[src/rtl/riscv_pkg.sv]
`default_nettype none
// ============================================================================
// Module      : riscv_pkg
// Description : Shared RV32I decode constants, immediate-type enum, decode
//               helpers and the ID/EX pipeline payload record.
// Revision    : 1.0 - initial release
// ============================================================================
package riscv_pkg;

    localparam logic [6:0] OPC_LUI    = 7'b0110111;
    localparam logic [6:0] OPC_AUIPC  = 7'b0010111;
    localparam logic [6:0] OPC_JAL    = 7'b1101111;
    localparam logic [6:0] OPC_JALR   = 7'b1100111;
    localparam logic [6:0] OPC_BRANCH = 7'b1100011;
    localparam logic [6:0] OPC_LOAD   = 7'b0000011;
    localparam logic [6:0] OPC_STORE  = 7'b0100011;
    localparam logic [6:0] OPC_OP_IMM = 7'b0010011;
    localparam logic [6:0] OPC_OP     = 7'b0110011;

    typedef enum logic [2:0] {
        IMM_NONE = 3'd0,
        IMM_I    = 3'd1,
        IMM_S    = 3'd2,
        IMM_B    = 3'd3,
        IMM_U    = 3'd4,
        IMM_J    = 3'd5
    } imm_type_e;

    // Payload carried in the ID/EX register
    typedef struct packed {
        logic [31:0] pc;
        logic [31:0] rs1_data;
        logic [31:0] rs2_data;
        logic [31:0] imm;
        logic [4:0]  rd;
        logic [6:0]  opcode;
        logic [2:0]  funct3;
        logic [6:0]  funct7;
        logic        reg_write;
        logic        illegal;
    } id_ex_t;

    function automatic imm_type_e imm_type_of(input logic [6:0] opc);
        imm_type_e t;
        case (opc)
            OPC_LOAD, OPC_OP_IMM, OPC_JALR: t = IMM_I;
            OPC_STORE:                      t = IMM_S;
            OPC_BRANCH:                     t = IMM_B;
            OPC_LUI, OPC_AUIPC:             t = IMM_U;
            OPC_JAL:                        t = IMM_J;
            default:                        t = IMM_NONE;
        endcase
        return t;
    endfunction

    function automatic logic opcode_writes_rd(input logic [6:0] opc);
        return (opc == OPC_LUI)  || (opc == OPC_AUIPC) || (opc == OPC_JAL) ||
               (opc == OPC_JALR) || (opc == OPC_LOAD)  || (opc == OPC_OP)  ||
               (opc == OPC_OP_IMM);
    endfunction

    function automatic logic opcode_is_legal(input logic [6:0] opc);
        return opcode_writes_rd(opc) || (opc == OPC_STORE) || (opc == OPC_BRANCH);
    endfunction

endpackage
`default_nettype wire

[src/rtl/imm_gen.sv]
`default_nettype none
// ============================================================================
// Module      : imm_gen
// Description : Combinational RV32I immediate generator. Selects the I/S/B/U/J
//               format from the opcode and sign-extends; zero otherwise.
// Revision    : 1.0 - initial release
// ============================================================================
module imm_gen
    import riscv_pkg::*;
(
    input  logic [31:0] instr_i,
    output logic [31:0] imm_o
);

    // Format-dependent bit gathering and sign extension
    always_comb begin
        imm_o = '0;
        case (imm_type_of(instr_i[6:0]))
            IMM_I: imm_o = {{20{instr_i[31]}}, instr_i[31:20]};
            IMM_S: imm_o = {{20{instr_i[31]}}, instr_i[31:25], instr_i[11:7]};
            IMM_B: imm_o = {{19{instr_i[31]}}, instr_i[31], instr_i[7],
                            instr_i[30:25], instr_i[11:8], 1'b0};
            IMM_U: imm_o = {instr_i[31:12], 12'b0};
            IMM_J: imm_o = {{11{instr_i[31]}}, instr_i[31], instr_i[19:12],
                            instr_i[20], instr_i[30:21], 1'b0};
            default: imm_o = '0;
        endcase
    end

endmodule
`default_nettype wire

[src/rtl/id_stage.sv]
`default_nettype none
// ============================================================================
// Module      : id_stage
// Description : RV32I instruction decode stage with register scoreboard,
//               RAW/WAW hazard stall, flush and ID/EX pipeline register.
//               Optional macro FORWARD_EN: bypass a same-cycle writeback into
//               the source operands instead of stalling one extra cycle.
// Revision    : 1.0 - initial release
// ============================================================================
module id_stage
    import riscv_pkg::*;
#(
    parameter int XLEN = 32
) (
    input  logic            clk,
    input  logic            rst_n,
    // fetch handshake
    input  logic            if_valid,
    output logic            if_ready,
    input  logic [31:0]     if_instr,
    input  logic [XLEN-1:0] if_pc,
    // register-file read side
    output logic [4:0]      read_reg1,
    output logic [4:0]      read_reg2,
    input  logic [XLEN-1:0] read_data1,
    input  logic [XLEN-1:0] read_data2,
    // writeback
    input  logic            wb_enable,
    input  logic [4:0]      wb_reg,
    input  logic [XLEN-1:0] wb_data,
    // execute handshake
    input  logic            flush,
    output logic            ex_valid,
    input  logic            ex_ready,
    output logic [XLEN-1:0] ex_pc,
    output logic [XLEN-1:0] ex_rs1_data,
    output logic [XLEN-1:0] ex_rs2_data,
    output logic [XLEN-1:0] ex_imm,
    output logic [4:0]      ex_rd,
    output logic [6:0]      ex_opcode,
    output logic [2:0]      ex_funct3,
    output logic [6:0]      ex_funct7,
    output logic            ex_reg_write,
    output logic            ex_illegal
);

    // ------------------------------------------------------------------
    // Field extraction
    // ------------------------------------------------------------------
    logic [6:0]  opcode;
    logic [4:0]  rd;
    logic [2:0]  funct3;
    logic [4:0]  rs1;
    logic [4:0]  rs2;
    logic [6:0]  funct7;
    logic [31:0] imm;
    logic        reg_write;
    logic        illegal;

    assign opcode    = if_instr[6:0];
    assign rd        = if_instr[11:7];
    assign funct3    = if_instr[14:12];
    assign rs1       = if_instr[19:15];
    assign rs2       = if_instr[24:20];
    assign funct7    = if_instr[31:25];
    assign read_reg1 = rs1;
    assign read_reg2 = rs2;

    assign illegal   = !opcode_is_legal(opcode);
    assign reg_write = opcode_writes_rd(opcode);

    imm_gen u_imm_gen (
        .instr_i (if_instr),
        .imm_o   (imm)
    );

    // ------------------------------------------------------------------
    // Source operand resolution
    // ------------------------------------------------------------------
    logic [31:0] sb_q;
    logic [31:0] sb_d;
    logic        rs1_pend;
    logic        rs2_pend;
    logic [31:0] src1_raw;
    logic [31:0] src2_raw;

`ifdef FORWARD_EN
    logic wb_hit1;
    logic wb_hit2;
    assign wb_hit1  = wb_enable && (wb_reg == rs1);
    assign wb_hit2  = wb_enable && (wb_reg == rs2);
    // A writeback landing this cycle satisfies the dependency directly
    assign rs1_pend = sb_q[rs1] && !wb_hit1;
    assign rs2_pend = sb_q[rs2] && !wb_hit2;
    assign src1_raw = wb_hit1 ? wb_data : read_data1;
    assign src2_raw = wb_hit2 ? wb_data : read_data2;
`else
    logic unused_wb_data;
    // Without bypass the register file is re-read the cycle after writeback
    assign rs1_pend       = sb_q[rs1];
    assign rs2_pend       = sb_q[rs2];
    assign src1_raw       = read_data1;
    assign src2_raw       = read_data2;
    assign unused_wb_data = ^wb_data;
`endif

    // ------------------------------------------------------------------
    // Hazard detection and handshake
    // ------------------------------------------------------------------
    logic   hazard;
    logic   accept;
    logic   ex_valid_q;
    logic   ex_valid_d;
    id_ex_t ex_q;
    id_ex_t ex_d;

    assign hazard = ((rs1 != 5'd0) && rs1_pend) ||
                    ((rs2 != 5'd0) && rs2_pend) ||
                    (reg_write && (rd != 5'd0) && sb_q[rd]);

    // rst_n term keeps the fetch side stalled while reset is held
    assign if_ready = rst_n && !hazard && !flush && (!ex_valid_q || ex_ready);
    assign accept   = if_valid && if_ready;

    // Next-state for the ID/EX register and its valid flag
    always_comb begin
        ex_d       = ex_q;
        ex_valid_d = ex_valid_q;
        if (accept) begin
            ex_d.pc        = if_pc;
            ex_d.rs1_data  = (rs1 == 5'd0) ? 32'd0 : src1_raw;
            ex_d.rs2_data  = (rs2 == 5'd0) ? 32'd0 : src2_raw;
            ex_d.imm       = illegal ? 32'd0 : imm;
            ex_d.rd        = rd;
            ex_d.opcode    = opcode;
            ex_d.funct3    = funct3;
            ex_d.funct7    = funct7;
            ex_d.reg_write = reg_write;
            ex_d.illegal   = illegal;
        end
        if (flush) begin
            ex_valid_d = 1'b0;
        end else if (accept) begin
            ex_valid_d = 1'b1;
        end else if (ex_ready) begin
            ex_valid_d = 1'b0;
        end
    end

    // Scoreboard update: clears first, then sets so a same-cycle set wins
    always_comb begin
        logic [31:0] set_mask;
        logic [31:0] clr_mask;
        set_mask = '0;
        clr_mask = '0;
        if (accept && reg_write) begin
            set_mask[rd] = 1'b1;
        end
        if (wb_enable) begin
            clr_mask[wb_reg] = 1'b1;
        end
        // A killed entry will never write back, so release its destination
        if (flush && ex_valid_q && ex_q.reg_write) begin
            clr_mask[ex_q.rd] = 1'b1;
        end
        sb_d = ((sb_q & ~clr_mask) | set_mask) & ~32'd1;
    end

    // State registers with asynchronous active-low reset
    always_ff @(posedge clk or negedge rst_n) begin
        if (!rst_n) begin
            ex_valid_q <= 1'b0;
            ex_q       <= '0;
            sb_q       <= '0;
        end else begin
            ex_valid_q <= ex_valid_d;
            ex_q       <= ex_d;
            sb_q       <= sb_d;
        end
    end

    // ------------------------------------------------------------------
    // Outputs
    // ------------------------------------------------------------------
    assign ex_valid     = ex_valid_q;
    assign ex_pc        = ex_q.pc;
    assign ex_rs1_data  = ex_q.rs1_data;
    assign ex_rs2_data  = ex_q.rs2_data;
    assign ex_imm       = ex_q.imm;
    assign ex_rd        = ex_q.rd;
    assign ex_opcode    = ex_q.opcode;
    assign ex_funct3    = ex_q.funct3;
    assign ex_funct7    = ex_q.funct7;
    assign ex_reg_write = ex_q.reg_write;
    assign ex_illegal   = ex_q.illegal;

endmodule
`default_nettype wire

[config.mk]
export PLATFORM = sky130hd
export DESIGN_NAME = id_stage
export DESIGN_NICKNAME = d
export VERILOG_FILES = /design/src/rtl/riscv_pkg.sv /design/src/rtl/imm_gen.sv /design/src/rtl/id_stage.sv
export SDC_FILE = /design/constraint.sdc
export NUM_CORES = 1
export LEC_CHECK = 0
export ABC_CLOCK_PERIOD_IN_PS = 3500
export CAP_MARGIN = 20
export CELL_PAD_IN_SITES_DETAIL_PLACEMENT = 0
export CELL_PAD_IN_SITES_GLOBAL_PLACEMENT = 1
export CORE_UTILIZATION = 35
export CTS_CLUSTER_SIZE = 30
export DETAILED_ROUTE_END_ITERATION = 7
export GPL_TIMING_DRIVEN = 0
export HOLD_SLACK_MARGIN = 0.12
export PLACE_DENSITY_LB_ADDON = 0.1
export SYNTH_ARGS = -nofsm -noshare
export SYNTH_HDL_FRONTEND = slang
export SYNTH_HIERARCHICAL = 1
export SYNTH_SLANG_ARGS = --single-unit
export TNS_END_PERCENT = 100
[constraint.sdc]
create_clock -name clk -period 3.5 [get_ports clk]
set_clock_uncertainty 0.1 [all_clocks]
set_input_delay 0.7 -clock clk [delete_from_list [all_inputs] [get_ports clk]]
set_output_delay 0.7 -clock clk [all_outputs]
set_load 0.01 [all_outputs]
==> metrics, run 1 <==
status completed; Max Transition Viols Final 0; required time of the critical path 2.70 ns; critical path type in -> out; Synth Warn # 6; # clock sinks 184; Core Util, Final 0.516; post-synthesis simple-gate area fraction 0.107; pin count of the biggest net entering global routing 53; adder-cell share of the synthesized area 0; routed vias 8015; GRT overflow 0; WL final 30.9 mm; Rows 60; Synth area leader dfrtp_1; Initial Util 0.357; nets@finish 1373; main combinational cell family by area after synthesis multiplexers; gpl congestion 0.836; Final Total Pwr 6620 uW; Clk Latency, worst-skew pair 0.43 ns; ANT cells 0; hpwl dp 22.3 mm; Worst Path Max Fanout 5; layout cells sized above 1 0.155; DIE AREA 28200 um2; post-route clock period utilization 0.980; count leader, synth dfrtp_1; Syn Std Cell Area 9650 um2; Yosys reg bits 184; Max-Cap Viols 0; Vert. Die Dim 168 um; Setup violations, final 0; synthesis-to-layout area growth 44.5%; XOR/XNOR share of the synthesized area 0; async set-reset flop share out of synthesis 1.00; DR iter-0 viols 709; post-route DRC violation count 0; Synth Area in Compound Gates 0.113; Hold Fails Final Rpt 0; CTS tree built; syn avg cell area 11.1 um2; Max Buffers Root-to-Sink 2; Worst Setup Start Kind primary input; initial antenna violation count 0; commonest cells in the netlist dfrtp_1, inv_1, nand2_1, mux2i_1, o221ai_1; top achievable clock speed 0.291 GHz; post-route setup slack 0.0688 ns; RR Startpoint sb_q[22]; synthesized instance count 869; CTS root buffer clkbuf_16; Synthesized Nets 1040; Final min period 3.43 ns; Die X 168 um; input/output buffers 302; Post-DRT Antenna Nets 0; Total GRT Usage 0.224; post-synthesis sequential area ratio 0.477; Place WS -1.09 ns; slew at the pin closest to its max-slew limit 0.871 ns; first-pass GRT wire length 48.1 mm; clock-pin slew on the worst setup and hold paths 0.08 ns; RSZ-0062 raised after global routing false; CTS Buf Count 17; DR pass1 iterations 5; critical path startpoint if_instr[15]; crit end category output pin; WP data arrival 2.63 ns; WL/cell 19.9 um; Cell Pwr Density 475 nW/um2; drt via density 5.16; mux contribution to synthesized area 0.220; Area contributors post-synth dfrtp_1, mux2i_1, inv_1; core area 27000 um2; Slew headroom 0.418; Post-synth EDFFs 0; Synth top area share 0.477; Worst Hold Class in -> async; main flop type after synthesis dfrtp_1; leakage power 0.00669 uW; Final TNS setup 0 ns; Cell variety after synth 64; vias in the first global route 8163; H-Tree Level Count 4; peak supply drop 208 uV; IO Count 335
[timing repair]
| action | CTS | global route |
|---|---|---|
| endpoints found under the hold margin | 40 | 0 |
| resized for setup | 82 | 10 |
| pin swaps | 7 | 2 |
| hold buffers | 2 | 0 |
| gates cloned | 1 | 0 |
| endpoints found under the setup margin | 185 | 27 |
| setup buffers | 9 | 1 |
[worst max-delay path, cell delays in order]
cell,delay (ns)
buf_2,0.14
buf_6,0.15
mux4_2,0.49
mux4_2,0.51
o211ai_2,0.20
o211a_1,0.20
clkdlybuf4s15_2,0.22
[routing by layer]
metal | track usage | routed length (um) | up-vias | part of all wire
met3 | 0.0430 | 2170 | 44 | 0.070
met1 | 0.299 | 13500 | 3890 | 0.44
met4 | 0.0734 | 636 | 0 | 0.021
met2 | 0.365 | 14600 | 347 | 0.47
met5 | 0 | 0 | - | 0
li1 | - | - | 3734 | -
[stage by stage]
step / cells / hold slack, ns / area [um2]
detailed placement: 1513 / 0.381 / 13100
CTS: 1553 / 0.126 / 13900
finish: 1554 / 0.126 / 13900
global placement: 1512 / 0.374 / 13100
floorplan: 869 / 0.304 / 9650
global route: 1554 / 0.130 / 13900
[cell usage in the layout (no fill, tap or decap), types with 8 or more instances in the layout]
cell / Yosys / routed
clkdlybuf4s50_1: 0 / 281
dfrtp_1: 184 / 184
inv_1: 110 / 110
nand2_1: 109 / 109
mux2i_1: 104 / 103
buf_4: 24 / 36
o221ai_1: 32 / 32
mux2_1: 30 / 30
mux2_2: 29 / 29
o41ai_1: 20 / 20
clkbuf_1: 26 / 19
mux4_2: 18 / 18
nand3_1: 18 / 18
clkbuf_16: 0 / 17
nand3b_1: 14 / 14
nor2_1: 13 / 13
o41ai_2: 11 / 11
o21ai_0: 10 / 10
buf_2: 11 / 9
dlygate4sd2_1: 0 / 8
a21o_1: 8 / 8
[flip-flops by register name, summed over array words and instances (netlist names)]
name and flops:
ex_funct3 3, ex_funct7 7, ex_illegal 1, ex_imm 32
ex_opcode 7, ex_pc 32, ex_rd 5, ex_reg_write 1
ex_rs1_data 32, ex_rs2_data 32, ex_valid 1, sb_q 31
[cell type report]
cell class	count	area, um2
Timing Repair Buffer	316	3180
Inverter	110	413
Multi-Input combinational cell	508	4300
Fill cell	2507	13100
Sequential cell	184	4600
Tap cell	341	427
Clock buffer	17	425
Buffer	65	450
Clock inverter	13	139
[worst paths after layout]
kind	endpoint	slack [ns]	depth (start not counted)
setup / recovery	if_ready	0.07	7
hold / removal	ex_rs2_data[19]	0.13	2
setup reg to reg	sb_q[5]	0.39	8
hold reg to reg	ex_pc[26]	0.39	1
max in group asynchronous	ex_imm[28]	2.77	2
min in group clk	ex_pc[26]	0.39	1
[report_power, final]
part / leakage (uW) / total (uW) / switching (uW) / internal [uW]
Combinational: 0.00412 / 1970 / 824 / 1140
Sequential: 0.00229 / 2760 / 243 / 2520
Clock: 0.000277 / 1890 / 950 / 942
[cells by family (layout without fill, tap and decap cells)]
logic type | count (synthesis) | in the layout
AND/OR/NAND/NOR | 203 | 203
buffers and inverters | 177 | 521
flip-flops | 184 | 184
multiplexers | 182 | 182
AO/OA/AOI/OAI | 123 | 123
Note: power is estimated with default switching activity, not from simulation.
==> run 2, diff against run 1 <==
--- a/config.mk
+++ b/config.mk
@@ -5,11 +5,13 @@
 export SDC_FILE = /design/constraint.sdc
 export NUM_CORES = 1
 export LEC_CHECK = 0
+export ABC_AREA = 1
 export ABC_CLOCK_PERIOD_IN_PS = 3500
 export CAP_MARGIN = 20
 export CELL_PAD_IN_SITES_DETAIL_PLACEMENT = 0
 export CELL_PAD_IN_SITES_GLOBAL_PLACEMENT = 1
-export CORE_UTILIZATION = 35
+export CORE_UTILIZATION = 33
+export CTS_CLUSTER_DIAMETER = 50
 export CTS_CLUSTER_SIZE = 30
 export DETAILED_ROUTE_END_ITERATION = 7
 export GPL_TIMING_DRIVEN = 0
==> run 2 against run 1 <==
  * Critical path depth up 4
  * Setup slack worse by 0.0035 ns
  * Register-to-register slack better by 0.62 ns
  * Utilization down 3.6 points
  * Worst hold slack better by 0.020 ns
  * Combinational power up 25%
  * Area after synthesis up 8.4%
  * Critical path type unchanged
==> metrics, run 2 <==
DIE AREA 32400 um2 (+15%); Worst Setup Start Kind primary input; Post-synth EDFFs 0 (unchanged); main flop type after synthesis dfrtp_1; CTS Buf Count 17 (unchanged); commonest cells in the netlist nand2_1, dfrtp_1, nand3_1, inv_1, nor2_1; synthesis-to-layout area growth 41.9%; # clock sinks 184 (unchanged); post-synthesis sequential area ratio 0.440 (-0.0370); gpl congestion 0.886 (+6.0%); Synth top area share 0.440 (-0.0370); CP Cell Sequence clkdlybuf4s15_1, inv_1, nor3_2, nand2_1, nand3_1, nor2_1, nand2_1, nand3_2, nor2_4, buf_12, clkdlybuf4s15_2; WL final 39.5 mm (+28%); input/output buffers 302 (unchanged); CP bufs+invs 4 (+1); Hold Fails Final Rpt 0 (unchanged); slew at the pin closest to its max-slew limit 1.03 ns (+0.159 ns); Cell Pwr Density 501 nW/um2 (+5.4%); Synth area leader dfrtp_1; DP Cell Count 2183 (+44%); Area contributors post-synth dfrtp_1, nand2_1, nand3_1; WL/cell 17.7 um (-11%); post-route clock period utilization 0.981 (+0.000997); async set-reset flop share out of synthesis 1.00 (unchanged); first-pass GRT wire length 61.4 mm (+28%); IO Count 335 (unchanged); peak supply drop 317 uV (+52%); critical path type in -> out; Max Buffers Root-to-Sink 2 (unchanged); fill count 3183 (+27%); required time of the critical path 2.70 ns (about the same); critical path startpoint if_instr[11]; syn avg cell area 7.05 um2 (-36%); GRT overflow 0 (unchanged); layout cells sized above 1 0.0749 (-0.0801); Post-Layout Cell Count 2229 (+43%); Initial Util 0.338 (-0.0187); count leader, synth nand2_1; final hold slack 0.146 ns (+0.0203 ns); Vert. Die Dim 180 um (+7.1%); crit path max-delay cell type clkdlybuf4s15_1; Die X 180 um (+7.1%); CTS root buffer clkbuf_16; WP data arrival 2.63 ns (about the same); Final min period 3.43 ns (+0.00349 ns); pin count of the biggest net entering global routing 74 (+40%); Max-Cap Viols 0 (unchanged); Syn Std Cell Area 10500 um2 (+8.4%); status completed; drt via density 4.90 (-5.1%); DR pass1 iterations 5 (unchanged); commonest non-fill, non-tap cells in the layout nand2_1, clkdlybuf4s50_1, dfrtp_1, nand3_1, inv_1; Final Total Pwr 7430 uW (+12%); Total GRT Usage 0.247 (+0.0229); DP Area 14000 um2 (+6.8%); CTS tree built; crit-path most repeated cell nand2_1; Rows 64 (+6.7%); H-Tree Level Count 4 (unchanged); Setup violations, final 0 (unchanged); fin area 14800 um2 (+6.5%); DR iter-0 viols 908 (+28%); Synth Warn # 6 (unchanged); synthesized instance count 1482 (+71%); crit end category output pin; leakage power 0.00745 uW (+11%); CP delay by family, top buffers and inverters; Core Util, Final 0.480 (-0.0357); crit-path max cell delay 0.45 ns (-0.06 ns); Synthesized Nets 1653 (+59%); RR Startpoint sb_q[31]; core area 30900 um2 (+14%); hpwl dp 29.8 mm (+33%); Post-DRT Antenna Nets 0 (unchanged); initial antenna violation count 5 (+5); Cell variety after synth 28 (-56%); routed vias 10900 (+36%); clock-pin slew on the worst setup and hold paths 0.07 ns (about the same); commonest non-fill, non-tap cell in the layout nand2_1; nets@finish 1987 (+45%); Worst Hold Class in -> async; Worst Path Max Fanout 7 (+2); Clk Latency, worst-skew pair 0.45 ns (+0.02 ns); Slew headroom 0.308 (-0.110); vias in the first global route 10400 (+27%); top achievable clock speed 0.291 GHz (-0.10%); Yosys reg bits 184 (unchanged); post-route DRC violation count 0 (unchanged); Max Transition Viols Final 0 (unchanged)
[run 2: metrics by stage]
stage | TNS, ns | setup WS [ns]
floorplan | 0 | 0.643
detailed placement | -18.08 | -1.05
global route | -0.0186 | -0.0186
global placement | -2388.11 | -7.19
finish | 0 | 0.0653
CTS | 0 | 0.00688
[run 2: layer usage]
layer | global-route usage | part of all wire
met5 | 0 | 0.00033
met1 | 0.319 | 0.43
met2 | 0.397 | 0.47
met4 | 0.0990 | 0.028
met3 | 0.0569 | 0.070
[run 2: cells by family after synthesis]
logic type / Yosys count / synth area share
AND/OR/NAND/NOR: 1011 / 0.427
buffers and inverters: 217 / 0.0907
flip-flops: 184 / 0.440
AO/OA/AOI/OAI: 70 / 0.0415
[run 2: where the power goes]
| group | switching (uW) | internal (uW) | total (uW) |
|---|---|---|---|
| logic | 1210 | 1250 | 2470 |
| registers | 298 | 2630 | 2920 |
| clock network | 935 | 1100 | 2040 |
[run 2: area by class of cell]
| class | instances | area (um2) | share of cell area |
|---|---|---|---|
| Inverter | 122 | 458 | 0.0309 |
| Antenna cell | 4 | 10.0 | 0.000675 |
| Clock buffer | 18 | 439 | 0.0296 |
| Sequential cell | 184 | 4600 | 0.310 |
| Tap cell | 396 | 495 | 0.0334 |
| Buffer | 94 | 526 | 0.0354 |
| Multi-Input combinational cell | 1081 | 4930 | 0.332 |
| Timing Repair Buffer | 316 | 3190 | 0.215 |
| Clock inverter | 14 | 186 | 0.0126 |
[run 2: final timing paths]
kind                                   end  slack, ns  cells past startpoint
worst min-delay path            ex_imm[25]       0.15                      2
worst max register to register     sb_q[1]       1.01                     14
worst min register to register  ex_imm[30]       0.37                      2
min in group clk                ex_imm[30]       0.37                      2
worst max-delay path              if_ready       0.07                     11
max in group asynchronous         sb_q[31]       2.45                      2
[run 2: what timing repair did]
item                                    CTS  global route
gates resized for setup                  34            12
gates cloned                              1             0
hold buffers                              2             0
endpoints found under the setup margin    1             1
buffers inserted                          8             0
hold endpoints to repair                 73             0
pin swaps                                 1             0
[run 2: worst reg2reg max path, stage by stage (launching register included)]
cell and delay, ns:
dfrtp_1 0.44, a21oi_1 0.17, o21ai_0 0.10, nand3_1 0.08, nand2_1 0.09, nand2_1 0.06
nand2_1 0.05, nand2_1 0.05, nand3_1 0.18, nor2_4 0.17, buf_12 0.12, buf_4 0.26
buf_2 0.34, nand4_1 0.14, nand2_1 0.10
